**config.mk**
```make
export PLATFORM = sky130hd
export DESIGN_NAME = mass_bin_sorter
export DESIGN_NICKNAME = d
export VERILOG_FILES = /design/src/rtl/mass_bin_sorter_pkg.sv /design/src/rtl/mass_bin_counter.sv /design/src/rtl/mass_bin_sorter.sv
export SDC_FILE = /design/constraint.sdc
export NUM_CORES = 1
export LEC_CHECK = 0
export CELL_PAD_IN_SITES_DETAIL_PLACEMENT = 1
export CELL_PAD_IN_SITES_GLOBAL_PLACEMENT = 2
export CORE_MARGIN = 2
export CORE_UTILIZATION = 41
export CTS_BUF_LIST = sky130_fd_sc_hd__clkbuf_8
export CTS_CLUSTER_DIAMETER = 30
export DETAILED_ROUTE_END_ITERATION = 12
export PLACE_DENSITY = 0.95
export SETUP_SLACK_MARGIN = 0.5
export SLEW_MARGIN = 20
export SYNTH_ARGS = -nofsm -noshare
export SYNTH_HDL_FRONTEND = slang
export SYNTH_HIERARCHICAL = 1
export SYNTH_SLANG_ARGS = --single-unit
```
**constraint.sdc**
```tcl
create_clock -name clk -period 2.7 [get_ports clk]
set_input_delay 0.405 -clock clk [delete_from_list [all_inputs] [get_ports clk]]
set_output_delay 0.405 -clock clk [all_outputs]
set_load 0.05 [all_outputs]
```
**src/rtl/mass_bin_sorter_pkg.sv**
```systemverilog
// Shared definitions for the mass bin sorter: default parameter values,
// the reset boundary set for the three-bin configuration, the index-width
// helper and the all-ones pattern the saturating counters compare against.
package mass_bin_sorter_pkg;

    localparam int DATA_W_DEF   = 10;
    localparam int NUM_BINS_DEF = 3;
    localparam int CNT_W_DEF    = 16;

    localparam logic [9:0] BND0_DEF = 10'd240;
    localparam logic [9:0] BND1_DEF = 10'd340;
    localparam logic [9:0] BND2_DEF = 10'd400;
    localparam logic [9:0] BND3_DEF = 10'd450;

    // Truncated to CNT_W to get the saturation value of any counter width.
    localparam logic [63:0] CNT_ALL_ONES = '1;

    // Bits needed to index n items; never less than 1.
    function automatic int clog2(input int n);
        int r;
        int v;
        r = 0;
        v = n - 1;
        while (v > 0) begin
            r = r + 1;
            v = v >> 1;
        end
        return (r < 1) ? 1 : r;
    endfunction

endpackage

```
**src/rtl/mass_bin_counter.sv**
```systemverilog
// Saturating tally counter with synchronous clear. Clear beats increment.
// Ports: clk, reset (async, active-high), inc_i (count one), clr_i (zero),
// cnt_o (current count).
module mass_bin_counter
    import mass_bin_sorter_pkg::*;
#(
    parameter int CNT_W = CNT_W_DEF
) (
    input  logic             clk,
    input  logic             reset,
    input  logic             inc_i,
    input  logic             clr_i,
    output logic [CNT_W-1:0] cnt_o
);

    localparam logic [CNT_W-1:0] CNT_MAX = CNT_W'(CNT_ALL_ONES);

    logic [CNT_W-1:0] cnt_q, cnt_d;

    always_comb begin
        cnt_d = cnt_q;
        if (clr_i) begin
            cnt_d = '0;
        end else if (inc_i && (cnt_q != CNT_MAX)) begin
            cnt_d = cnt_q + CNT_W'(1);
        end
    end

    always_ff @(posedge clk or posedge reset) begin
        if (reset) begin
            cnt_q <= '0;
        end else begin
            cnt_q <= cnt_d;
        end
    end

    assign cnt_o = cnt_q;

endmodule

```
**src/rtl/mass_bin_sorter.sv**
```systemverilog
// Mass classifier: sorts each valid sample into one of NUM_BINS contiguous
// bins bounded by programmable thresholds, or rejects it, and keeps a
// saturating tally per bin plus one for rejects.
// Ports: clk, reset (async, active-high); data/data_valid sample input;
// thr_wr/thr_idx/thr_data boundary write; cnt_clear zeroes all tallies;
// rd_idx/rd_data registered tally readout (index NUM_BINS = rejects);
// out_valid/out_choise/out_reject classification result, 2 cycles after input.
module mass_bin_sorter
    import mass_bin_sorter_pkg::*;
#(
    parameter int DATA_W   = DATA_W_DEF,
    parameter int NUM_BINS = NUM_BINS_DEF,
    parameter int CNT_W    = CNT_W_DEF,
    parameter logic [(NUM_BINS+1)*DATA_W-1:0] THR_INIT =
        {BND3_DEF, BND2_DEF, BND1_DEF, BND0_DEF},
    localparam int IDX_W = clog2(NUM_BINS + 1)
) (
    input  logic                clk,
    input  logic                reset,
    input  logic [DATA_W-1:0]   data,
    input  logic                data_valid,
    input  logic                thr_wr,
    input  logic [IDX_W-1:0]    thr_idx,
    input  logic [DATA_W-1:0]   thr_data,
    input  logic                cnt_clear,
    input  logic [IDX_W-1:0]    rd_idx,
    output logic [CNT_W-1:0]    rd_data,
    output logic                out_valid,
    output logic [NUM_BINS-1:0] out_choise,
    output logic                out_reject
);

    localparam int TW = (NUM_BINS + 1) * DATA_W;

    logic [TW-1:0]       thr_q, thr_d;
    logic [NUM_BINS-1:0] match_q, match_d;
    logic                vld_q;
    logic [NUM_BINS-1:0] first_hit;
    logic                out_valid_q;
    logic [NUM_BINS-1:0] choise_q, choise_d;
    logic                reject_q, reject_d;
    logic [NUM_BINS:0]   inc;
    logic [CNT_W-1:0]    cnt [NUM_BINS+1];
    logic [CNT_W-1:0]    rd_data_q, rd_data_d;

    // Indices above NUM_BINS match no slot, so such writes fall away.
    always_comb begin
        thr_d = thr_q;
        for (int k = 0; k <= NUM_BINS; k++) begin
            if (thr_wr && (thr_idx == IDX_W'(k))) begin
                thr_d[k*DATA_W +: DATA_W] = thr_data;
            end
        end
    end

    // Bin 0 is closed at its lower edge; the others are open below so that a
    // value sitting exactly on a shared boundary lands in the lower bin.
    always_comb begin
        match_d = '0;
        for (int k = 0; k < NUM_BINS; k++) begin
            if (k == 0) begin
                match_d[k] = (data >= thr_q[0 +: DATA_W]) &&
                             (data <= thr_q[DATA_W +: DATA_W]);
            end else begin
                match_d[k] = (data >  thr_q[k*DATA_W +: DATA_W]) &&
                             (data <= thr_q[(k+1)*DATA_W +: DATA_W]);
            end
        end
    end

    // Isolate the lowest set bit: overlapping bins from non-monotonic
    // thresholds resolve to the lowest index.
    assign first_hit = match_q & (~match_q + NUM_BINS'(1));

    always_comb begin
        choise_d = vld_q ? first_hit : '0;
        reject_d = vld_q && (match_q == '0);
    end

    assign inc = {reject_d, choise_d};

    for (genvar k = 0; k <= NUM_BINS; k++) begin : g_cnt
        mass_bin_counter #(
            .CNT_W (CNT_W)
        ) u_cnt (
            .clk   (clk),
            .reset (reset),
            .inc_i (inc[k]),
            .clr_i (cnt_clear),
            .cnt_o (cnt[k])
        );
    end

    always_comb begin
        rd_data_d = '0;
        for (int k = 0; k <= NUM_BINS; k++) begin
            if (rd_idx == IDX_W'(k)) begin
                rd_data_d = cnt[k];
            end
        end
    end

    always_ff @(posedge clk or posedge reset) begin
        if (reset) begin
            thr_q       <= THR_INIT;
            match_q     <= '0;
            vld_q       <= 1'b0;
            out_valid_q <= 1'b0;
            choise_q    <= '0;
            reject_q    <= 1'b0;
            rd_data_q   <= '0;
        end else begin
            thr_q       <= thr_d;
            match_q     <= match_d;
            vld_q       <= data_valid;
            out_valid_q <= vld_q;
            choise_q    <= choise_d;
            reject_q    <= reject_d;
            rd_data_q   <= rd_data_d;
        end
    end

    assign out_valid  = out_valid_q;
    assign out_choise = choise_q;
    assign out_reject = reject_q;
    assign rd_data    = rd_data_q;

endmodule

```
==> metrics.yaml, run 1 <==
placed_design:
  place_hpwl_um: 15400
  port_buffers: 49
  gp_congestion: 0.867
  placed_area_um2: 8040
sta:
  min_period_ns: 2.13
  final_max_slew_viol_count: 0
  worstMarginPinSlew_ns: 0.765
  slew_headroom: 0.488
  fmax_ghz: 0.470
  rsz0062_at_grt: "true"
  hold_viol_final: 0
  setup_viol: 0
  tns_ns: 0
  finClkSkew_ns: 0.0167
  fin_crit_sh: 0.788
grt:
  overflow: 0
  grt_use_total: 0.238
  antenna_found_initial: 1
  grt_pass1_vias: 6374
  grt_pass1_wl_um: 33900
  grt_max_degree: 77
clock_tree:
  insertion_delay_ns: 0.48
  clk_path_buf_depth: 2
  h-tree-depth: 4
  path_clk_slew_ns: 0.08
  ctsHoldBuffers: 0
  clockRootBuffer: "clkbuf_8"
  cts_buffers: 17
  cts_tree: "built"
  cts.sinks: 129
worst_setup_path:
  slowest_stage: "or4_4"
  worstPathMaxFanout: 6
  crit_chain: "nor4b_4, nand3_2, or4_4, or4_1, a21oi_1"
  end_kind: "flip-flop"
  crit_type: "reg2reg"
  cp.arrival_ns: 2.51
  cp-start-kind: "flip-flop"
  cpPeakStageDelay_ns: 0.48
  required_ns: 3.09
cells_and_area:
  syn2layout_area_growth_pct: 16.5
  final_area_um2: 8520
  nets: 815
  nFillCells: 1901
  drive_gt1_frac: 0.184
  diodes: 0
synthesis:
  synth_edf_count: 0
  synth_most_common_cell: "dfrtp_1"
  yosysTopAreaCell: "dfrtp_1"
  ys_ff_latch: 129
  synth_area_um2: 7310
  syn_avg_cell_area_um2: 10.6
  syn-instance-count: 687
  synthTopCellsByArea: "dfrtp_1, ha_1, mux2_2"
  synth_commonest_cells: "dfrtp_1, a21oi_1, inv_1, ha_1, mux2_2"
  ys_seq_area_frac: 0.444
  ys_async_sr_fraction: 1.00
  synthFlopType: "dfrtp_1"
  yosysWarnings: 6
  synth_top_area_frac: 0.390
  syn-num-nets: 760
  synthDistinctLibCells: 50
floorplanning:
  start_util: 0.421
  ios: 50
  die_w_um: 138
  die_height_um: 138
  core-area_um2: 17400
  rows: 48
  dieArea_um2: 18900
detailed_routing:
  firstDrtPassIters: 5
  vias: 5935
  drt-total-wl_um: 21100
  drt_iter0_drc: 387
  viasPerCell: 6.06
  wl_per_cell_um: 21.5
  drc: 0
  ant_nets: 0
power:
  powerDensity_nw_per_um2: 585
  peakVddDrop_mv: 0.359
  p_leak_uw: 0.00348
job:
  max_cap_viol_count: 0
run_status:
  outcome: "complete, no violations"
worst_hold_path:
  hold_path_class: "in2async"
[cell usage in the layout (no fill, tap or decap), types with 22 or more instances in the layout]
| cell | netlist | final |
|---|---|---|
| dfrtp_1 | 114 | 113 |
| a21oi_1 | 61 | 61 |
| inv_1 | 52 | 51 |
| clkdlybuf4s50_1 | 0 | 48 |
| ha_1 | 44 | 44 |
| mux2_2 | 39 | 39 |
| nand2_1 | 36 | 36 |
| o21ai_0 | 33 | 33 |
| nand3_1 | 28 | 25 |
| or3_1 | 24 | 24 |
| or4_1 | 24 | 24 |
| nand4_1 | 23 | 23 |
| o31ai_1 | 22 | 22 |
[metal layers]
layer	up-vias	part of all wire	global-route usage
li1	2708	-	-
met1	3022	0.42	0.294
met2	169	0.51	0.409
met3	36	0.051	0.0589
met4	0	0.020	0.0762
met5	-	0	0
[cells by family (layout without fill, tap and decap cells)]
| logic type | count (synthesis) | after routing | synth area share |
|---|---|---|---|
| mux | 59 | 59 | 0.117 |
| fa+ha+maj | 44 | 44 | 0.0753 |
| flops | 129 | 129 | 0.444 |
| compound gates | 142 | 142 | 0.116 |
| simple gates | 238 | 238 | 0.200 |
| buf+inv | 75 | 143 | 0.0467 |
[stage by stage]
step	utilization	power (µW)	std cells	worst slack (ns)	hold slack, ns
2_1_floorplan	-	2820	687	0.554	0.319
3_5_place_dp	0.463	3160	948	0.381	0.420
6_report	0.491	4980	980	0.573	0.363
3_3_place_gp	0.463	3100	948	0.455	0.395
5_1_grt	0.491	5220	980	0.407	0.345
4_1_cts	0.489	5010	980	0.476	0.323
[timing repair]
action | in CTS | in global routing
pin swaps | 0 | 1
resized for setup | 5 | 5
setup endpoints to repair | 3 | 9
hold endpoints to repair | 0 | 0
buffers inserted | 0 | 0
[registers in the layout, indices dropped and copies added, names as in the netlist]
register / cells
g_cnt.u_cnt/cnt_o: 64
thr_q: 40
rd_data: 16
match_q: 3
out_choise: 3
out_reject: 1
out_valid: 1
vld_q: 1
[worst max-delay path: cells and delay by family (launching register included)]
kind	cells	cell delay [ns]
AO/OA/AOI/OAI	1	0.18
AND/OR/NAND/NOR	4	1.43
flip-flops	1	0.45
[where the power goes]
part	internal [µW]	total (µW)	switching [µW]
sequential	2120	2250	125
combinational	401	913	511
clock	952	1820	871
total	3470	4980	1510
[final cells by class]
cell class                      count  area, µm²  area share
Clock buffer                       18        248      0.0291
Clock inverter                     14        180      0.0212
Inverter                           52        195      0.0229
Multi-Input combinational cell    483       3780       0.444
Sequential cell                   129       3250       0.381
Tap cell                          225        282      0.0330
Timing Repair Buffer               59        586      0.0687
[worst paths after layout]
path,to,startpoint,slack (ns),cells after the start
setup / recovery,g_cnt[3].u_cnt/cnt_o[13],match_q[1],0.57,5
hold / removal,rd_data[9],reset,0.36,2
setup reg to reg,g_cnt[3].u_cnt/cnt_o[13],match_q[1],0.57,5
hold reg to reg,out_valid,vld_q,0.47,0
max in group asynchronous,g_cnt[0].u_cnt/cnt_o[13],reset,1.64,2
min in group clk,vld_q,data_valid,0.43,1
No activity file was read; power rests on OpenSTA's default activity.
==> inputs of run 2 (changes only) <==
==> constraint.sdc (replaced) <==
create_clock -name clk -period 2.12 [get_ports clk]
set_input_delay 0.318 -clock clk [delete_from_list [all_inputs] [get_ports clk]]
set_output_delay 0.318 -clock clk [all_outputs]
set_load 0.05 [all_outputs]
==> run 2 against run 1 <==
The flow now finishes with violations (negative setup slack). Sequential share of layout area fell by 7.4 points. Clock-buffer cell count fell by 1. Fmax fell by 11%. Critical endpoint is now g_cnt[3].u_cnt/cnt_o[12]. Hold slack got worse by 0.11 ns. Via count rose by 26%. Combinational power rose by 94%. Sequential power rose by 28%. Clock power rose by 59%.
==> metrics.yaml, run 2 (synthesis results as in run 1) <==
worst_setup_path:
  end_kind: "flip-flop"  # unchanged
  cp.arrival_ns: 2.78  # was 2.51 ns
  crit_type: "reg2reg"  # unchanged
  worstPathMaxFanout: 3  # was 6
  required_ns: 2.52  # was 3.09 ns
  cp-start-kind: "flip-flop"  # unchanged
floorplanning:
  rows: 48  # unchanged
  die_height_um: 138  # unchanged
  dieArea_um2: 18900  # unchanged
  core-area_um2: 17400  # unchanged
  die_w_um: 138  # unchanged
  start_util: 0.421  # unchanged
  ios: 50  # unchanged
cells_and_area:
  final_common_cell: "buf_4"  # was dfrtp_1
  drive_gt1_frac: 0.521  # was 0.184
  nets: 937  # was 815
  final_cell_mix: "buf_4, dfrtp_1, inv_1"  # was dfrtp_1, a21oi_1, inv_1
  largest_register_ffs: 64  # unchanged
  syn2layout_area_growth_pct: 46.3  # was 16.5%
  diodes: 0  # unchanged
grt:
  grt_pass1_wl_um: 42200  # was 33900 µm
  grt_pass1_vias: 7406  # was 6374
  grt_max_degree: 59  # was 77
  overflow: 0  # unchanged
  grt_use_total: 0.303  # was 0.238
  antenna_found_initial: 0  # was 1
power:
  powerDensity_nw_per_um2: 705  # was 585 nW/µm²
  peakVddDrop_mv: 0.584  # was 0.359 mV
  p_leak_uw: 0.00441  # was 0.00348 µW
  p_total_uw: 7540  # was 4980 µW
clock_tree:
  insertion_delay_ns: 0.49  # was 0.48 ns
  cts.sinks: 129  # unchanged
  clk_path_buf_depth: 2  # unchanged
  clockRootBuffer: "clkbuf_8"  # unchanged
  cts_buffers: 17  # unchanged
  h-tree-depth: 4  # unchanged
  path_clk_slew_ns: 0.09  # was 0.08 ns
  cts_tree: "built"  # unchanged
sta:
  min_period_ns: 2.39  # was 2.13 ns
  hold_viol_final: 0  # unchanged
  rsz0062_at_grt: "true"  # unchanged
  final_max_slew_viol_count: 0  # unchanged
  whs_ns: 0.255  # was 0.363 ns
  fmax_ghz: 0.419  # was 0.470 GHz
  finClkSkew_ns: 0.0217  # was 0.0167 ns
  slew_headroom: 0.489  # was 0.488
  fin_crit_sh: 1.13  # was 0.788
  tns_ns: -1.90  # was 0 ns
  setup_viol: 18  # was 0
  finalWorstSetupSlack_ns: -0.267  # was 0.573 ns
  worstMarginPinSlew_ns: 0.765  # about the same
detailed_routing:
  drc: 0  # unchanged
  viasPerCell: 6.81  # was 6.06
  wl_per_cell_um: 31.3  # was 21.5 µm
  drt_iter0_drc: 856  # was 387
  vias: 7503  # was 5935
  ant_nets: 0  # unchanged
  firstDrtPassIters: 7  # was 5
  drt-total-wl_um: 34500  # was 21100 µm
job:
  max_cap_viol_count: 0  # unchanged
placed_design:
  gp_congestion: 0.911  # was 0.867
  port_buffers: 49  # unchanged
  place_hpwl_um: 16200  # was 15400 µm
  dp_slack_ns: -0.0350  # was 0.381 ns
run_status:
  outcome: "finished with violations"  # was complete, no violations
  violations: "negative setup slack"
worst_hold_path:
  hold_path_class: "in2reg"  # was in2async
## run 2: changes by cell type in the layout (fill, tap and decap cells not counted), sizes merged
cell           change
buf              +122
clkdlybuf4s50     -23
clkdlybuf4s15     +20
bufinv             +4
clkinv             -4
clkinvlp           +1
dlygate4sd2        +1
dlymetal6s2s       +1
## run 2: per-layer routing
layer  vias to the layer above  routed length (µm)  GRT usage
li1                       2958                   -          -
met1                      3849               12800      0.362
met2                       490               16800      0.528
met3                       206                2490     0.0548
met4                         0                2410      0.144
met5                         -                   0          0
## run 2: critical path, stage by stage (launching register included)
cell and delay (ns):
dfrtp_1 0.45, nor4b_2 0.43, buf_4 0.24, buf_4 0.14, nand3_1 0.08, or4_4 0.43
or3_1 0.32, a21oi_1 0.18
## run 2: area by class of cell
cell class | instances | area [µm²]
flip-flops and latches | 129 | 3280
well taps | 225 | 282
clock buffers | 17 | 234
inverters | 52 | 199
repair buffers | 181 | 1630
clock inverters | 15 | 278
multi-input cells | 483 | 4790
fillers | 1737 | 6660
## run 2: worst paths after layout
check	startpoint	endpoint	slack, ns	cells after the start
max	match_q[1]	g_cnt[3].u_cnt/cnt_o[12]	-0.27	7
min	cnt_clear	g_cnt[3].u_cnt/cnt_o[11]	0.25	2
max reg2reg	match_q[1]	g_cnt[3].u_cnt/cnt_o[12]	-0.27	7
min reg2reg	vld_q	out_valid	0.52	0
max in group asynchronous	reset	g_cnt[1].u_cnt/cnt_o[8]	1.07	2
min in group asynchronous	reset	rd_data[5]	0.30	2
## run 2: what timing repair did
action,in CTS,in global routing
endpoints found under the setup margin,88,67
gates cloned,0,0
gates resized for setup,146,160
hold buffers,0,0
pin swaps,33,54
buffers inserted,50,43
## run 2: metrics by stage
| stage | instance area (µm²) | std cells | util |
|---|---|---|---|
| after floorplan | 7480 | 687 | - |
| after global placement | 8400 | 977 | 0.484 |
| after detailed placement | 8400 | 977 | 0.484 |
| after CTS | 9690 | 1059 | 0.558 |
| after global routing | 10700 | 1102 | 0.616 |
| final | 10700 | 1102 | 0.616 |
## run 2: report_power, final
group | leakage [µW] | switching [µW] | internal [µW]
clock network | 0.000248 | 1240 | 1660
registers | 0.00164 | 168 | 2700
logic | 0.00253 | 1000 | 770
total | 0.00441 | 2420 | 5130
==> inputs of run 3 (changes only) <==
--- a/config.mk
+++ b/config.mk
@@ -8,11 +8,12 @@
 export CELL_PAD_IN_SITES_DETAIL_PLACEMENT = 1
 export CELL_PAD_IN_SITES_GLOBAL_PLACEMENT = 2
 export CORE_MARGIN = 2
-export CORE_UTILIZATION = 41
+export CORE_UTILIZATION = 44
 export CTS_BUF_LIST = sky130_fd_sc_hd__clkbuf_8
 export CTS_CLUSTER_DIAMETER = 30
 export DETAILED_ROUTE_END_ITERATION = 12
-export PLACE_DENSITY = 0.95
+export DONT_BUFFER_PORTS = 1
+export PLACE_DENSITY = 0.94
 export SETUP_SLACK_MARGIN = 0.5
 export SLEW_MARGIN = 20
 export SYNTH_ARGS = -nofsm -noshare
==> run 3 against run 2 <==
The flow finishes with violations (negative hold slack, negative setup slack). Worst setup slack improved by 0.099 ns. Utilization rose by 1.7 points. Non-clock buffer count down 51. First-iteration DRC count fell by 11%. Flip-flop and latch count did not move. Final area fell by 2.9%. Clock power shrank 9.3%. Largest power group is now sequential cells. Largest cell class unchanged. Critical path type unchanged. Global-route usage is 1.6 points higher. Combinational power shrank 3%. Clock skew is 0.0018 ns lower. Cell count down 4.9%.
==> metrics.yaml, run 3 (synthesis results as in run 1) <==
floorplanning:
  die_height_um: 133  # was 138 µm
  rows: 47  # was 48
  ios: 50  # unchanged
  die_w_um: 133  # was 138 µm
  dieArea_um2: 17700  # was 18900 µm²
  core-area_um2: 16400  # was 17400 µm²
  start_util: 0.446  # was 0.421
grt:
  grt_pass1_wl_um: 42800  # was 42200 µm
  grt_max_degree: 77  # was 59
  grt_pass1_vias: 7145  # was 7406
  antenna_found_initial: 1  # was 0
  overflow: 0  # unchanged
  grt_use_total: 0.319  # was 0.303
worst_setup_path:
  rr_startpoint: "vld_q"  # was match_q[1]
  r2r_slack_ns: -0.17  # was -0.27 ns
  worstPathMaxFanout: 6  # was 3
  crit_type: "reg2reg"  # unchanged
  slowest_stage: "or4_4"  # was dfrtp_1
  cp-start-kind: "flip-flop"  # unchanged
  r2r_cells: 6  # was 7
  cpPeakStageDelay_ns: 0.49  # was 0.45 ns
  required_ns: 2.52  # about the same
  rr_endpoint: "g_cnt[2].u_cnt/cnt_o[11]"  # was g_cnt[3].u_cnt/cnt_o[12]
  cp.arrival_ns: 2.69  # was 2.78 ns
  crit_buf_inv: 1  # was 2
  crit_cells: 6  # was 7
  end_kind: "flip-flop"  # unchanged
  crit_chain: "nor4bb_4, buf_4, nand3_4, or4_4, or3_4, a21oi_2"  # was nor4b_2, buf_4, buf_4, nand3_1, or4_4, or3_1, a21oi_1
  cp-startpoint: "vld_q"  # was match_q[1]
  critPathTopFamily: "simple AND/OR/NAND/NOR gates"  # unchanged
detailed_routing:
  wl_per_cell_um: 33.7  # was 31.3 µm
  drt-total-wl_um: 35300  # was 34500 µm
  drc: 0  # unchanged
  drt_iter0_drc: 759  # was 856
  viasPerCell: 7.02  # was 6.81
  ant_nets: 0  # unchanged
  vias: 7359  # was 7503
  firstDrtPassIters: 5  # was 7
sta:
  finalWorstSetupSlack_ns: -0.169  # was -0.267 ns
  setup_viol: 13  # was 18
  min_period_ns: 2.29  # was 2.39 ns
  worstMarginPinSlew_ns: 0.780  # was 0.765 ns
  finClkSkew_ns: 0.0199  # was 0.0217 ns
  hold_viol_final: 54  # was 0
  final_max_slew_viol_count: 0  # unchanged
  whs_ns: -0.123  # was 0.255 ns
  slew_headroom: 0.479  # was 0.489
  fmax_ghz: 0.437  # was 0.419 GHz
  fin_crit_sh: 1.08  # was 1.13
  rsz0062_at_grt: "true"  # unchanged
cells_and_area:
  largest_register_ffs: 64  # unchanged
  final_cell_mix: "buf_4, dfrtp_1, a21oi_2"  # was buf_4, dfrtp_1, inv_1
  final_common_cell: "buf_4"  # unchanged
  final_area_um2: 10400  # was 10700 µm²
  drive_gt1_frac: 0.551  # was 0.521
  nets: 886  # was 937
  syn2layout_area_growth_pct: 42.0  # was 46.3%
clock_tree:
  cts_tree: "built"  # unchanged
  h-tree-depth: 4  # unchanged
  cts.sinks: 129  # unchanged
  path_clk_slew_ns: 0.09  # about the same
  clockRootBuffer: "clkbuf_8"  # unchanged
  clk_path_buf_depth: 2  # unchanged
  insertion_delay_ns: 0.50  # was 0.49 ns
  cts_buffers: 17  # unchanged
worst_hold_path:
  min_to: "g_cnt[2].u_cnt/cnt_o[2]"  # was g_cnt[3].u_cnt/cnt_o[11]
  holdPathStages: 1  # was 2
  holdCritStartpoint: "cnt_clear"  # unchanged
  hold_path_class: "in2reg"  # unchanged
placed_design:
  placed_area_um2: 7780  # was 8400 µm²
  port_buffers: 0  # was 49
  gp_congestion: 0.894  # was 0.911
  place_hpwl_um: 15700  # was 16200 µm
power:
  p_total_uw: 7330  # was 7540 µW
  peakVddDrop_mv: 0.601  # was 0.584 mV
  powerDensity_nw_per_um2: 706  # was 705 nW/µm²
  p_leak_uw: 0.00418  # was 0.00441 µW
job:
  max_cap_viol_count: 0  # unchanged
run_status:
  violations: "negative hold slack, negative setup slack"  # was negative setup slack
  outcome: "finished with violations"  # unchanged
run 3: stage by stage:
step                worst slack [ns]  hold slack [ns]  cells   util  TNS [ns]
floorplan                     0.0563            0.232    687      -         0
global placement              0.0786            0.290    909  0.474         0
detailed placement           -0.0553            0.318    909  0.474   -0.0553
CTS                          -0.0457           -0.118   1000  0.568   -0.0649
global route                  -0.153           -0.147   1046  0.633    -0.959
finish                        -0.169           -0.123   1048  0.633    -0.802
run 3: cell type report:
type	instances	area, µm²
diodes	2	5.00
clock buffers	19	262
clock inverters	13	209
fillers	1617	6020
inverters	52	199
multi-input cells	483	4970
flip-flops and latches	129	3290
well taps	220	275
repair buffers	130	1170
run 3: where the power goes:
group / total [µW] / switching (µW) / internal [µW]
clock network: 2630 / 1170 / 1460
registers: 2980 / 279 / 2700
logic: 1720 / 904 / 817
run 3: worst max path at each step:
stage / to / slack (ns)
5_1_grt: g_cnt[3].u_cnt/cnt_o[13] / -0.15
6_report: g_cnt[2].u_cnt/cnt_o[11] / -0.17
3_3_place_gp: g_cnt[2].u_cnt/cnt_o[13] / 0.08
4_1_cts: g_cnt[3].u_cnt/cnt_o[12] / -0.05
3_5_place_dp: g_cnt[2].u_cnt/cnt_o[13] / -0.06
2_1_floorplan: g_cnt[2].u_cnt/cnt_o[13] / 0.06
run 3: layer usage:
| layer | GRT usage | share of wire | vias to the layer above |
|---|---|---|---|
| met5 | 0 | 0 | - |
| met4 | 0.158 | 0.068 | 0 |
| met3 | 0.0770 | 0.082 | 185 |
| met2 | 0.518 | 0.47 | 507 |
| met1 | 0.399 | 0.38 | 3809 |
| li1 | - | - | 2858 |
run 3: timing repair:
action                                  in CTS  in global routing
pin swaps                                   51                 60
hold endpoints to repair                   181                 53
endpoints found under the setup margin      66                 67
gates resized for setup                    135                158
setup buffers                               46                 45
hold buffers                                13                  1
